==> config.mk <==
export PLATFORM = sky130hd
export DESIGN_NAME = branch_compare_seq_flat
export DESIGN_NICKNAME = d
export VERILOG_FILES = /design/src/rtl/branch_compare_seq_if.sv /design/src/rtl/branch_compare_seq.sv /design/src/flat_wrapper.sv
export SDC_FILE = /design/constraint.sdc
export NUM_CORES = 1
export LEC_CHECK = 0
export CAP_MARGIN = 30
export CORE_MARGIN = 1.5
export CORE_UTILIZATION = 30
export DETAILED_ROUTE_END_ITERATION = 12
export PLACE_DENSITY_LB_ADDON = 0.2
export SKIP_CTS_REPAIR_TIMING = 1
export SLEW_MARGIN = 20
export SYNTH_ARGS = -nofsm -noshare
export SYNTH_HDL_FRONTEND = slang
export SYNTH_SLANG_ARGS = --single-unit
==> constraint.sdc <==
create_clock -name clk_i -period 8.9 [get_ports clk_i]
set_input_delay 1.78 -clock clk_i [delete_from_list [all_inputs] [get_ports clk_i]]
set_output_delay 1.78 -clock clk_i [all_outputs]
set_load 0.02 [all_outputs]
==> src/rtl/branch_compare_seq_if.sv <==
// branch_compare_seq_if: request/result handshake bundle for the sequential branch comparator
interface branch_compare_seq_if #(parameter int WIDTH = 32);
  logic             in_valid_i;
  logic             in_ready_o;
  logic [WIDTH-1:0] a_i;
  logic [WIDTH-1:0] b_i;
  logic [2:0]       op_i;
  logic             out_valid_o;
  logic             out_ready_i;
  logic             taken_o;
  logic             eq_o;
  logic             lt_o;
  logic             ltu_o;
  logic             illegal_o;
  modport slave (
    input  in_valid_i, a_i, b_i, op_i, out_ready_i,
    output in_ready_o, out_valid_o, taken_o, eq_o, lt_o, ltu_o, illegal_o
  );
  modport master (
    output in_valid_i, a_i, b_i, op_i, out_ready_i,
    input  in_ready_o, out_valid_o, taken_o, eq_o, lt_o, ltu_o, illegal_o
  );
endinterface

==> src/rtl/branch_compare_seq.sv <==
// branch_compare_seq: MSB-first sliced comparator producing eq/lt/ltu and a funct3 branch decision
module branch_compare_seq #(
  parameter int WIDTH      = 32,
  parameter int CHUNK      = 4,
  parameter int EARLY_EXIT = 1
) (
  input logic clk_i,
  input logic rst_i,
  branch_compare_seq_if.slave bus
);
  localparam int NUM_CHUNKS = WIDTH / CHUNK;
  localparam int CW = NUM_CHUNKS > 1 ? $clog2(NUM_CHUNKS) : 1;
  typedef enum logic [1:0] {IDLE, SCAN, DONE} state_t;
  state_t r_state, w_next;
  logic [WIDTH-1:0] r_a, r_b;
  logic [2:0]       r_op;
  logic             r_sa, r_sb;
  logic [CW-1:0]    r_cnt;
  logic             r_found, r_ltu_l;
  logic             r_eq, r_lt, r_ltu, r_taken, r_illegal;
  logic [CHUNK-1:0] w_as, w_bs;
  logic             w_diff, w_last, w_ltu, w_eq, w_lt, w_illegal, w_taken;
  // operands shift left each scan cycle, so the current slice is always the top CHUNK bits
  assign w_as      = r_a[WIDTH-1 -: CHUNK];
  assign w_bs      = r_b[WIDTH-1 -: CHUNK];
  assign w_diff    = w_as != w_bs;
  assign w_last    = (EARLY_EXIT != 0 && w_diff) || r_cnt == '0;
  assign w_ltu     = r_found ? r_ltu_l : (w_diff && w_as < w_bs);
  assign w_eq      = !(r_found || w_diff);
  assign w_lt      = r_sa != r_sb ? r_sa : w_ltu;
  assign w_illegal = r_op[2:1] == 2'b01;
  assign w_taken   = w_illegal ? 1'b0 :
                     r_op[2] ? ((r_op[1] ? w_ltu : w_lt) ^ r_op[0]) : (w_eq ^ r_op[0]);
  always_ff @(posedge clk_i) begin
    if (rst_i) r_state <= IDLE;
    else r_state <= w_next;
  end
  always_comb begin
    w_next = r_state;
    w_next = r_state == IDLE ? (bus.in_valid_i ? SCAN : IDLE) :
             r_state == SCAN ? (w_last ? DONE : SCAN) :
             (bus.out_ready_i ? IDLE : DONE);
  end
  always_ff @(posedge clk_i) begin
    if (rst_i) begin
      r_found   <= 1'b0;
      r_ltu_l   <= 1'b0;
      r_eq      <= 1'b0;
      r_lt      <= 1'b0;
      r_ltu     <= 1'b0;
      r_taken   <= 1'b0;
      r_illegal <= 1'b0;
    end else if (r_state == IDLE && bus.in_valid_i) begin
      r_a     <= bus.a_i;
      r_b     <= bus.b_i;
      r_op    <= bus.op_i;
      r_sa    <= bus.a_i[WIDTH-1];
      r_sb    <= bus.b_i[WIDTH-1];
      r_cnt   <= CW'(NUM_CHUNKS - 1);
      r_found <= 1'b0;
      r_ltu_l <= 1'b0;
    end else if (r_state == SCAN) begin
      r_a   <= r_a << CHUNK;
      r_b   <= r_b << CHUNK;
      r_cnt <= r_cnt - 1'b1;
      if (!r_found && w_diff) begin
        r_found <= 1'b1;
        r_ltu_l <= w_as < w_bs;
      end
      if (w_last) begin
        r_eq      <= w_eq;
        r_lt      <= w_lt;
        r_ltu     <= w_ltu;
        r_taken   <= w_taken;
        r_illegal <= w_illegal;
      end
    end
  end
  assign bus.in_ready_o  = r_state == IDLE && !rst_i;
  assign bus.out_valid_o = r_state == DONE && !rst_i;
  assign bus.taken_o     = r_taken && !rst_i;
  assign bus.eq_o        = r_eq && !rst_i;
  assign bus.lt_o        = r_lt && !rst_i;
  assign bus.ltu_o       = r_ltu && !rst_i;
  assign bus.illegal_o   = r_illegal && !rst_i;
endmodule

==> src/flat_wrapper.sv <==
// flat-port wrapper written by rule: the top's interface ports become plain ports
module branch_compare_seq_flat 
#(
  parameter int WIDTH      = 32,
  parameter int CHUNK      = 4,
  parameter int EARLY_EXIT = 1
)
  (clk_i, rst_i, bus_in_valid_i, bus_a_i, bus_b_i, bus_op_i, bus_out_ready_i, bus_in_ready_o, bus_out_valid_o, bus_taken_o, bus_eq_o, bus_lt_o, bus_ltu_o, bus_illegal_o);
  branch_compare_seq_if #(.WIDTH(WIDTH)) bus_i ();
  input logic clk_i;
  input logic rst_i;
  input wire logic [$bits(bus_i.in_valid_i)-1:0] bus_in_valid_i;
  input wire logic [$bits(bus_i.a_i)-1:0] bus_a_i;
  input wire logic [$bits(bus_i.b_i)-1:0] bus_b_i;
  input wire logic [$bits(bus_i.op_i)-1:0] bus_op_i;
  input wire logic [$bits(bus_i.out_ready_i)-1:0] bus_out_ready_i;
  output wire logic [$bits(bus_i.in_ready_o)-1:0] bus_in_ready_o;
  output wire logic [$bits(bus_i.out_valid_o)-1:0] bus_out_valid_o;
  output wire logic [$bits(bus_i.taken_o)-1:0] bus_taken_o;
  output wire logic [$bits(bus_i.eq_o)-1:0] bus_eq_o;
  output wire logic [$bits(bus_i.lt_o)-1:0] bus_lt_o;
  output wire logic [$bits(bus_i.ltu_o)-1:0] bus_ltu_o;
  output wire logic [$bits(bus_i.illegal_o)-1:0] bus_illegal_o;
  assign bus_i.in_valid_i = bus_in_valid_i;
  assign bus_i.a_i = bus_a_i;
  assign bus_i.b_i = bus_b_i;
  assign bus_i.op_i = bus_op_i;
  assign bus_i.out_ready_i = bus_out_ready_i;
  assign bus_in_ready_o = bus_i.in_ready_o;
  assign bus_out_valid_o = bus_i.out_valid_o;
  assign bus_taken_o = bus_i.taken_o;
  assign bus_eq_o = bus_i.eq_o;
  assign bus_lt_o = bus_i.lt_o;
  assign bus_ltu_o = bus_i.ltu_o;
  assign bus_illegal_o = bus_i.illegal_o;
  branch_compare_seq #(.WIDTH(WIDTH), .CHUNK(CHUNK), .EARLY_EXIT(EARLY_EXIT)) u_core (.clk_i(clk_i), .rst_i(rst_i), .bus(bus_i));
endmodule
==> results of run 1 <==
## logic make-up after synthesis
| kind of cell | Yosys count | synth area share |
|---|---|---|
| DFF | 81 | 0.662 |
| and+or+nand+nor | 216 | 0.249 |
| buffers and inverters | 26 | 0.0290 |
| adders and majority gates | 7 | 0.0244 |
| AOI/OAI and AO/OA | 18 | 0.0357 |
## layer usage
layer	wire length (um)	vias up	track usage
li1	-	1304	-
met1	3220	1097	0.134
met2	3320	54	0.203
met3	380	6	0.0419
met4	58	0	0.0304
met5	0	-	0
## power by group through the flow
stage          registers [W]  logic [W]  clock network, W
2_1_floorplan       0.000461  0.0000589                 0
3_3_place_gp        0.000460   0.000106                 0
3_5_place_dp        0.000460   0.000109                 0
4_1_cts             0.000452   0.000109          0.000398
5_1_grt             0.000454   0.000121          0.000412
6_report            0.000452   0.000106          0.000385
## cells in the mapped netlist (4+ instances only)
| cell type | number |
|---|---|
| ha_1 | 6 |
| nor2_1 | 10 |
| buf_2 | 4 |
| dfxtp_1 | 9 |
| clkbuf_1 | 13 |
| a211oi_1 | 4 |
| nor2b_1 | 7 |
| inv_1 | 9 |
| nand2_1 | 178 |
| and3_1 | 8 |
| edfxtp_1 | 72 |
| a21oi_1 | 5 |
## final cells by class
type	count	share of cell area
Clock buffer	13	0.0612
Clock inverter	3	0.00550
Inverter	9	0.00707
Multi-Input combinational cell	241	0.230
Sequential cell	81	0.490
Tap cell	143	0.0374
Timing Repair Buffer	80	0.169
## through the flow
stage           util  instance area (um2)
2_1_floorplan      -                 3540
3_3_place_gp   0.387                 4440
3_5_place_dp   0.389                 4460
4_1_cts        0.417                 4780
5_1_grt        0.417                 4780
6_report       0.417                 4780
## state kept, by name, indices dropped and copies added, names as in the netlist, 2 cells and up
register        count
u_core.r_state      2
u_core.r_a         32
u_core.r_b         32
u_core.r_cnt        3
u_core.r_op         3
## critical path, delay by kind of cell
family	cells	cell delay (ps)
and+or+nand+nor	1	310
buffers and inverters	2	1360
## worst min path at each step
| stage | endpoint | cells after the start |
|---|---|---|
| 2_1_floorplan | u_core.r_eq | 2 |
| 6_report | u_core.r_illegal | 2 |
| 5_1_grt | u_core.r_illegal | 2 |
| 3_3_place_gp | u_core.r_illegal | 2 |
| 3_5_place_dp | u_core.r_illegal | 2 |
| 4_1_cts | u_core.r_illegal | 2 |
==> impl_metrics.yaml, run 1 <==
setup_path:
  r2r_slack_ps: 6570
  path_cells: "clkdlybuf4s50_1, nor3b_1, clkdlybuf4s50_1"
  critPathMaxFanout: 18
  arrival_ps: 3450
  worstRegToRegCells: 3
  r2r-start: "u_core.r_state[1]"
  crit_start: "rst_i"
  cp-end-kind: "output pin"
  critPathKind: "primary input to output pin"
  slowest_delay_ps: 730
  cp_common_cell: "clkdlybuf4s50_1"
  critPathSlowestCell: "clkdlybuf4s50_1"
  critical_path_required_ps: 7120
  reg2reg_to: "u_core.r_op[1]"
  endpoint: "bus_out_valid_o"
  start_kind: "primary input"
clock_tree:
  cts_buffer_depth: 2
  htreeDepth: 3
  cts_tree: "done"
  cts_made_buffers: 9
  root_buffer: "clkbuf_16"
  clkTransAtPathRegs_ps: 70
  clkLatencyLatePin_ps: 330
  cts_sinks: 81
synthesis:
  ys_seq_elements: 81
  synth_top_area_cell: "edfxtp_1"
  synth-main-ff-cell: "edfxtp_1"
  synth_edf_count: 72
  yosys.area.top_type_share: 0.611
  netlist_instances: 348
  ys_async_sr_fraction: 0
  yosysWarnings: 0
  synth_area_leaders: "edfxtp_1 (61%), nand2_1 (19%), dfxtp_1 (5.1%), ha_1 (2.1%), and3_1 (1.4%)"
  syn-mean-instance-area_um2: 10.2
  yosysSeqAreaShare: 0.662
  syn_area_mm2: 0.00354
  yosys.cell_types.count: 30
  syn_nets: 425
global_routing:
  grt_max_degree: 69
  grt_pass1_vias: 2584
  grt_pass1_wl_um: 11400
  grt_overflow: 0
  antenna_found_initial: 0
  gr-usage-all-layers: 0.116
floorplanning:
  rows: 39
  ios: 78
  start_util: 0.308
  dieArea_mm2: 0.0125
  core_area_mm2: 0.0115
  die_w_um: 112
  die_y_um: 112
final_layout:
  antenna_cells: 0
  n_fill_cell: 1133
  seq_area_mm2: 0.00234
  syn_to_final_growth_pct: 35.2
  num-nets-final: 499
  final_common_cell: "nand2_1"
  drive_gt1_frac: 0.0585
  layout_common_cells: "nand2_1 (177), clkdlybuf4s50_1 (77), edfxtp_1 (72)"
  final_cell_count_no_fill: 570
  multi_input_comb_area_mm2: 0.00110
place:
  detailed_place_hpwl_um: 4570
  portBuffers: 77
  dpl.cell_count: 554
  pre_cts_ws_ps: 3630
  routabilityCongestion: 0.706
power_and_ir_drop:
  peakVddDrop_v: 0.0000847
  pwr-share-comb: 0.113
  p_int_w: 0.000730
  pwr-share-seq: 0.479
  swShare: 0.227
  design_power_total_w: 0.000944
  leakage_nw: 1.96
  switching_power_w: 0.000214
  p_clk_frac: 0.408
  p_per_area_mw_per_mm2: 197
sta:
  worst_slack_ps: 3670
  finalHoldViolCount: 0
  period_share: 0.588
  finalSetupTns_ps: 0
  rsz0062_at_grt: "no"
  fmax_ghz: 0.191
  setup_viol: 0
  fin_skew_ps: 8.24
  hold_slack_ps: 450
  fin_crit_ps: 5230
  drv_slew: 0
  slew_headroom: 0.407
  tightest_slew_ps: 890
routing:
  first_pass_iters: 4
  vias: 2461
  drt-vias-per-instance: 4.32
  drt-total-wl_um: 6980
  drc: 0
  initialDrtViolationCount: 71
  wl_per_cell_um: 12.2
  ant_nets: 0
run_status:
  status: "finished clean"
flow_run:
  cap_viol_max_count: 0
worst_hold_path:
  min_from: "u_core.r_illegal"
  hold_class: "flop to flop"
Note: power is estimated with default switching activity, not from simulation.
==> run 2, diff against run 1 <==
==> constraint.sdc (replaced) <==
create_clock -name clk_i -period 4.25 [get_ports clk_i]
set_input_delay 0.85 -clock clk_i [delete_from_list [all_inputs] [get_ports clk_i]]
set_output_delay 0.85 -clock clk_i [all_outputs]
set_load 0.02 [all_outputs]
==> impl_metrics.yaml, run 2 (synthesis results as in run 1) <==
setup_path:
  critPathKind: "primary input to output pin"
  r2r-start: "u_core.r_state[1]"
  crit_buf_inv: 2
  worstRegToRegCells: 5
  critical_path_required_ps: 3400
  critPathSlowestCell: "clkdlybuf4s50_1"
  critPathMaxFanout: 8
  path_cells: "clkdlybuf4s50_1, nor3b_1, clkdlybuf4s50_1"
  cp_common_cell: "clkdlybuf4s50_1"
  start_kind: "primary input"
  reg2reg_to: "u_core.r_a[25]"
  r2r_slack_ps: 1970
  cp-end-kind: "output pin"
  path_delay_family: "buffers and inverters"
  arrival_ps: 2280
  slowest_delay_ps: 630
power_and_ir_drop:
  leakage_nw: 1.96
  peakVddDrop_v: 0.000159
  p_per_area_mw_per_mm2: 405
sta:
  finalSetupTns_ps: 0
  setup_viol: 0
  drv_slew: 0
  finalHoldViolCount: 0
  period_share: 0.736
  slew_headroom: 0.560
  tightest_slew_ps: 658
  rsz0062_at_grt: "no"
  fin_crit_ps: 3130
  fmax_ghz: 0.320
  fin_skew_ps: 8.75
  worst_slack_ps: 1120
place:
  place_area_mm2: 0.00447
  dpl.cell_count: 556
  portBuffers: 77
  detailed_place_hpwl_um: 4720
  pre_cts_ws_ps: 1080
  routabilityCongestion: 0.739
worst_hold_path:
  whs_path_depth: 2
  hold_end: "u_core.r_illegal"
  hold_class: "flop to flop"
  min_from: "u_core.r_illegal"
final_layout:
  num-nets-final: 501
  antenna_cells: 0
  fin_area_mm2: 0.00477
  post-route-util: 0.416
  final_common_cell: "nand2_1"
  layout_common_cells: "nand2_1 (177), clkdlybuf4s50_1 (77), edfxtp_1 (72)"
  n_fill_cell: 1150
  syn_to_final_growth_pct: 34.7
  drive_gt1_frac: 0.0653
  top_regs: "u_core.r_a (32), u_core.r_b (32)"
  final_cell_count_no_fill: 572
clock_tree:
  cts_sinks: 81
  cts_made_buffers: 9
  cts_tree: "done"
  clkLatencyLatePin_ps: 330
  cts_buffer_depth: 2
  htreeDepth: 3
  root_buffer: "clkbuf_16"
  clkTransAtPathRegs_ps: 60
global_routing:
  gr-usage-all-layers: 0.119
  grt_overflow: 0
  grt_max_degree: 44
  grt_pass1_vias: 2554
  grt_pass1_wl_um: 11700
  antenna_found_initial: 0
routing:
  drt-total-wl_um: 7060
  first_pass_iters: 4
  wl_per_cell_um: 12.3
  ant_nets: 0
  drc: 0
  vias: 2519
  drt-vias-per-instance: 4.40
  initialDrtViolationCount: 129
floorplanning:
  rows: 39
  start_util: 0.308
  core_area_mm2: 0.0115
  ios: 78
  die_w_um: 112
  dieArea_mm2: 0.0125
  die_y_um: 112
flow_run:
  cap_viol_max_count: 0
run_status:
  status: "finished clean"
-- run 2: report_power, final --
part | switching (W) | internal [W]
registers | 0.0000141 | 0.000932
logic | 0.000117 | 0.000106
clock network | 0.000325 | 0.000437
-- run 2: per-layer routing --
metal | track usage | up-vias | part of all wire
met5 | 0 | - | 0
met4 | 0.0430 | 0 | 0.013
met3 | 0.0376 | 9 | 0.050
met2 | 0.198 | 56 | 0.49
met1 | 0.147 | 1143 | 0.45
li1 | - | 1311 | -
-- run 2: how the worst max path moves through the flow --
stage,startpoint,endpoint,slack [ps],cells after the start
after detailed placement,rst_i,bus_out_valid_o,1080,3
after CTS,rst_i,bus_out_valid_o,1080,3
after global placement,rst_i,bus_out_valid_o,1100,3
after floorplan,bus_in_valid_i,u_core.r_a[0],60,3
final,rst_i,bus_out_valid_o,1120,3
after global routing,rst_i,bus_out_valid_o,1000,3
-- run 2: worst register-to-register path, cell delays in order, from the launching register on --
cell	delay, ps
dfxtp_1	400
nor2_1	550
nand2_2	480
buf_4	400
nand2_1	120
nand2_1	70
-- run 2: metrics by stage --
stage / hold slack [ps] / power (W)
3_5_place_dp: 444 / 0.00119
2_1_floorplan: 432 / 0.00109
4_1_cts: 454 / 0.00196
6_report: 449 / 0.00193
5_1_grt: 478 / 0.00202
3_3_place_gp: 440 / 0.00119
-- run 2: layout make-up --
class,instances,area (um2),share of cell area
sequential,81,2340,0.491
multi-input combinational,241,1110,0.232
timing repair buffer,82,808,0.170
clock buffer,10,250,0.0525
tap,143,179,0.0375
clock inverter,6,45.0,0.00945
inverter,9,33.8,0.00709
==> run 3, diff against run 2 <==
==> constraint.sdc (replaced) <==
create_clock -name clk_i -period 2.74 [get_ports clk_i]
set_input_delay 0.548 -clock clk_i [delete_from_list [all_inputs] [get_ports clk_i]]
set_output_delay 0.548 -clock clk_i [all_outputs]
set_load 0.02 [all_outputs]
==> impl_metrics.yaml, run 3 (synthesis results as in run 1) <==
sta:
  setup_viol: 0
  fin_skew_ps: 11.6
  rsz0062_at_grt: "no"
  drv_slew: 0
  fin_crit_ps: 2510
  slew_headroom: 0.690
  fmax_ghz: 0.398
  period_share: 0.917
  finalHoldViolCount: 0
  tightest_slew_ps: 463
  hold_slack_ps: 450
power_and_ir_drop:
  switching_power_w: 0.000688
  design_power_total_w: 0.00320
  p_per_area_mw_per_mm2: 656
  p_clk_frac: 0.428
  p_int_w: 0.00252
  peakVddDrop_v: 0.000255
  pwr-share-comb: 0.114
  swShare: 0.215
  leakage_nw: 2.01
  pwr-share-seq: 0.458
final_layout:
  num-nets-final: 504
  final_common_cell: "nand2_1"
  antenna_cells: 0
  drive_gt1_frac: 0.0718
  post-route-util: 0.426
  syn_to_final_growth_pct: 38.2
  n_fill_cell: 1124
  top_regs: "u_core.r_a (32), u_core.r_b (32)"
  layout_common_cells: "nand2_1 (177), clkdlybuf4s50_1 (77), edfxtp_1 (72)"
worst_hold_path:
  hold_end: "u_core.r_eq"
  min_from: "u_core.r_eq"
  hold_class: "flop to flop"
  whs_path_depth: 2
place:
  routabilityCongestion: 0.735
  detailed_place_hpwl_um: 4710
  portBuffers: 77
global_routing:
  grt_pass1_vias: 2539
  grt_overflow: 0
  grt_pass1_wl_um: 11700
  antenna_found_initial: 0
  grt_max_degree: 42
  gr-usage-all-layers: 0.120
floorplanning:
  dieArea_mm2: 0.0125
  core_area_mm2: 0.0115
  start_util: 0.308
  die_w_um: 112
  die_y_um: 112
  rows: 39
  ios: 78
setup_path:
  r2r-start: "u_core.r_b[31]"
  critical_path_required_ps: 2190
  r2r_slack_ps: 710
  cp-end-kind: "output pin"
  reg2reg_to: "u_core.r_taken"
  critPathMaxFanout: 18
  arrival_ps: 1970
  start_kind: "primary input"
  worstRegToRegCells: 7
  critPathKind: "primary input to output pin"
routing:
  drt-total-wl_um: 7060
  ant_nets: 0
  first_pass_iters: 4
  initialDrtViolationCount: 95
  wl_per_cell_um: 12.3
  vias: 2537
  drc: 0
  drt-vias-per-instance: 4.41
clock_tree:
  cts_tree: "done"
  cts_sinks: 81
  htreeDepth: 3
  clkLatencyLatePin_ps: 340
  root_buffer: "clkbuf_16"
  cts_buffer_depth: 2
  cts_made_buffers: 9
  clkTransAtPathRegs_ps: 60
run_status:
  status: "finished clean"
flow_run:
  cap_viol_max_count: 0
run 3: layout make-up:
cell class / count / area [um2] / area share
clock inverter: 6 / 108 / 0.0220
inverter: 9 / 33.8 / 0.00691
timing repair buffer: 85 / 881 / 0.180
sequential: 81 / 2340 / 0.479
clock buffer: 10 / 229 / 0.0469
multi-input combinational: 241 / 1110 / 0.228
tap: 143 / 179 / 0.0366
run 3: metal layers:
| metal | global-route usage | routed length (um) | vias up |
|---|---|---|---|
| met4 | 0.0532 | 115 | 0 |
| li1 | - | - | 1319 |
| met5 | 0 | 0 | - |
| met3 | 0.0435 | 454 | 8 |
| met1 | 0.140 | 3170 | 1158 |
| met2 | 0.198 | 3320 | 52 |
run 3: stage by stage:
step / setup WS, ps / setup TNS, ps / std cells / area, um2
final: 226 / 0 / 575 / 4890
after global routing: 144 / 0 / 575 / 4890
after CTS: 220 / 0 / 575 / 4890
after detailed placement: 233 / 0 / 559 / 4550
after global placement: 220 / 0 / 559 / 4550
after floorplan: -56.2 / -3760 / 348 / 3580
run 3: power by group through the flow:
stage	Sequential, W	Combinational [W]	Clock (W)
detailed placement	0.00150	0.000375	0
global placement	0.00149	0.000369	0
floorplan	0.00149	0.000198	0
finish	0.00147	0.000366	0.00137
CTS	0.00147	0.000376	0.00141
global route	0.00147	0.000415	0.00145
run 3: critical path, cell delays in order:
cell	delay, ps
clkdlybuf4s50_1	450
buf_12	170
nor3b_1	170
clkdlybuf4s50_1	630
run 3: worst max-delay path by stage:
| stage | startpoint | end | slack, ps | cells after the start |
|---|---|---|---|---|
| CTS | rst_i | bus_out_valid_o | 220 | 4 |
| finish | rst_i | bus_out_valid_o | 230 | 4 |
| floorplan | bus_in_valid_i | u_core.r_a[0] | -60 | 3 |
| global placement | rst_i | bus_out_valid_o | 220 | 4 |
| detailed placement | rst_i | bus_out_valid_o | 230 | 4 |
| global route | rst_i | bus_out_valid_o | 140 | 4 |
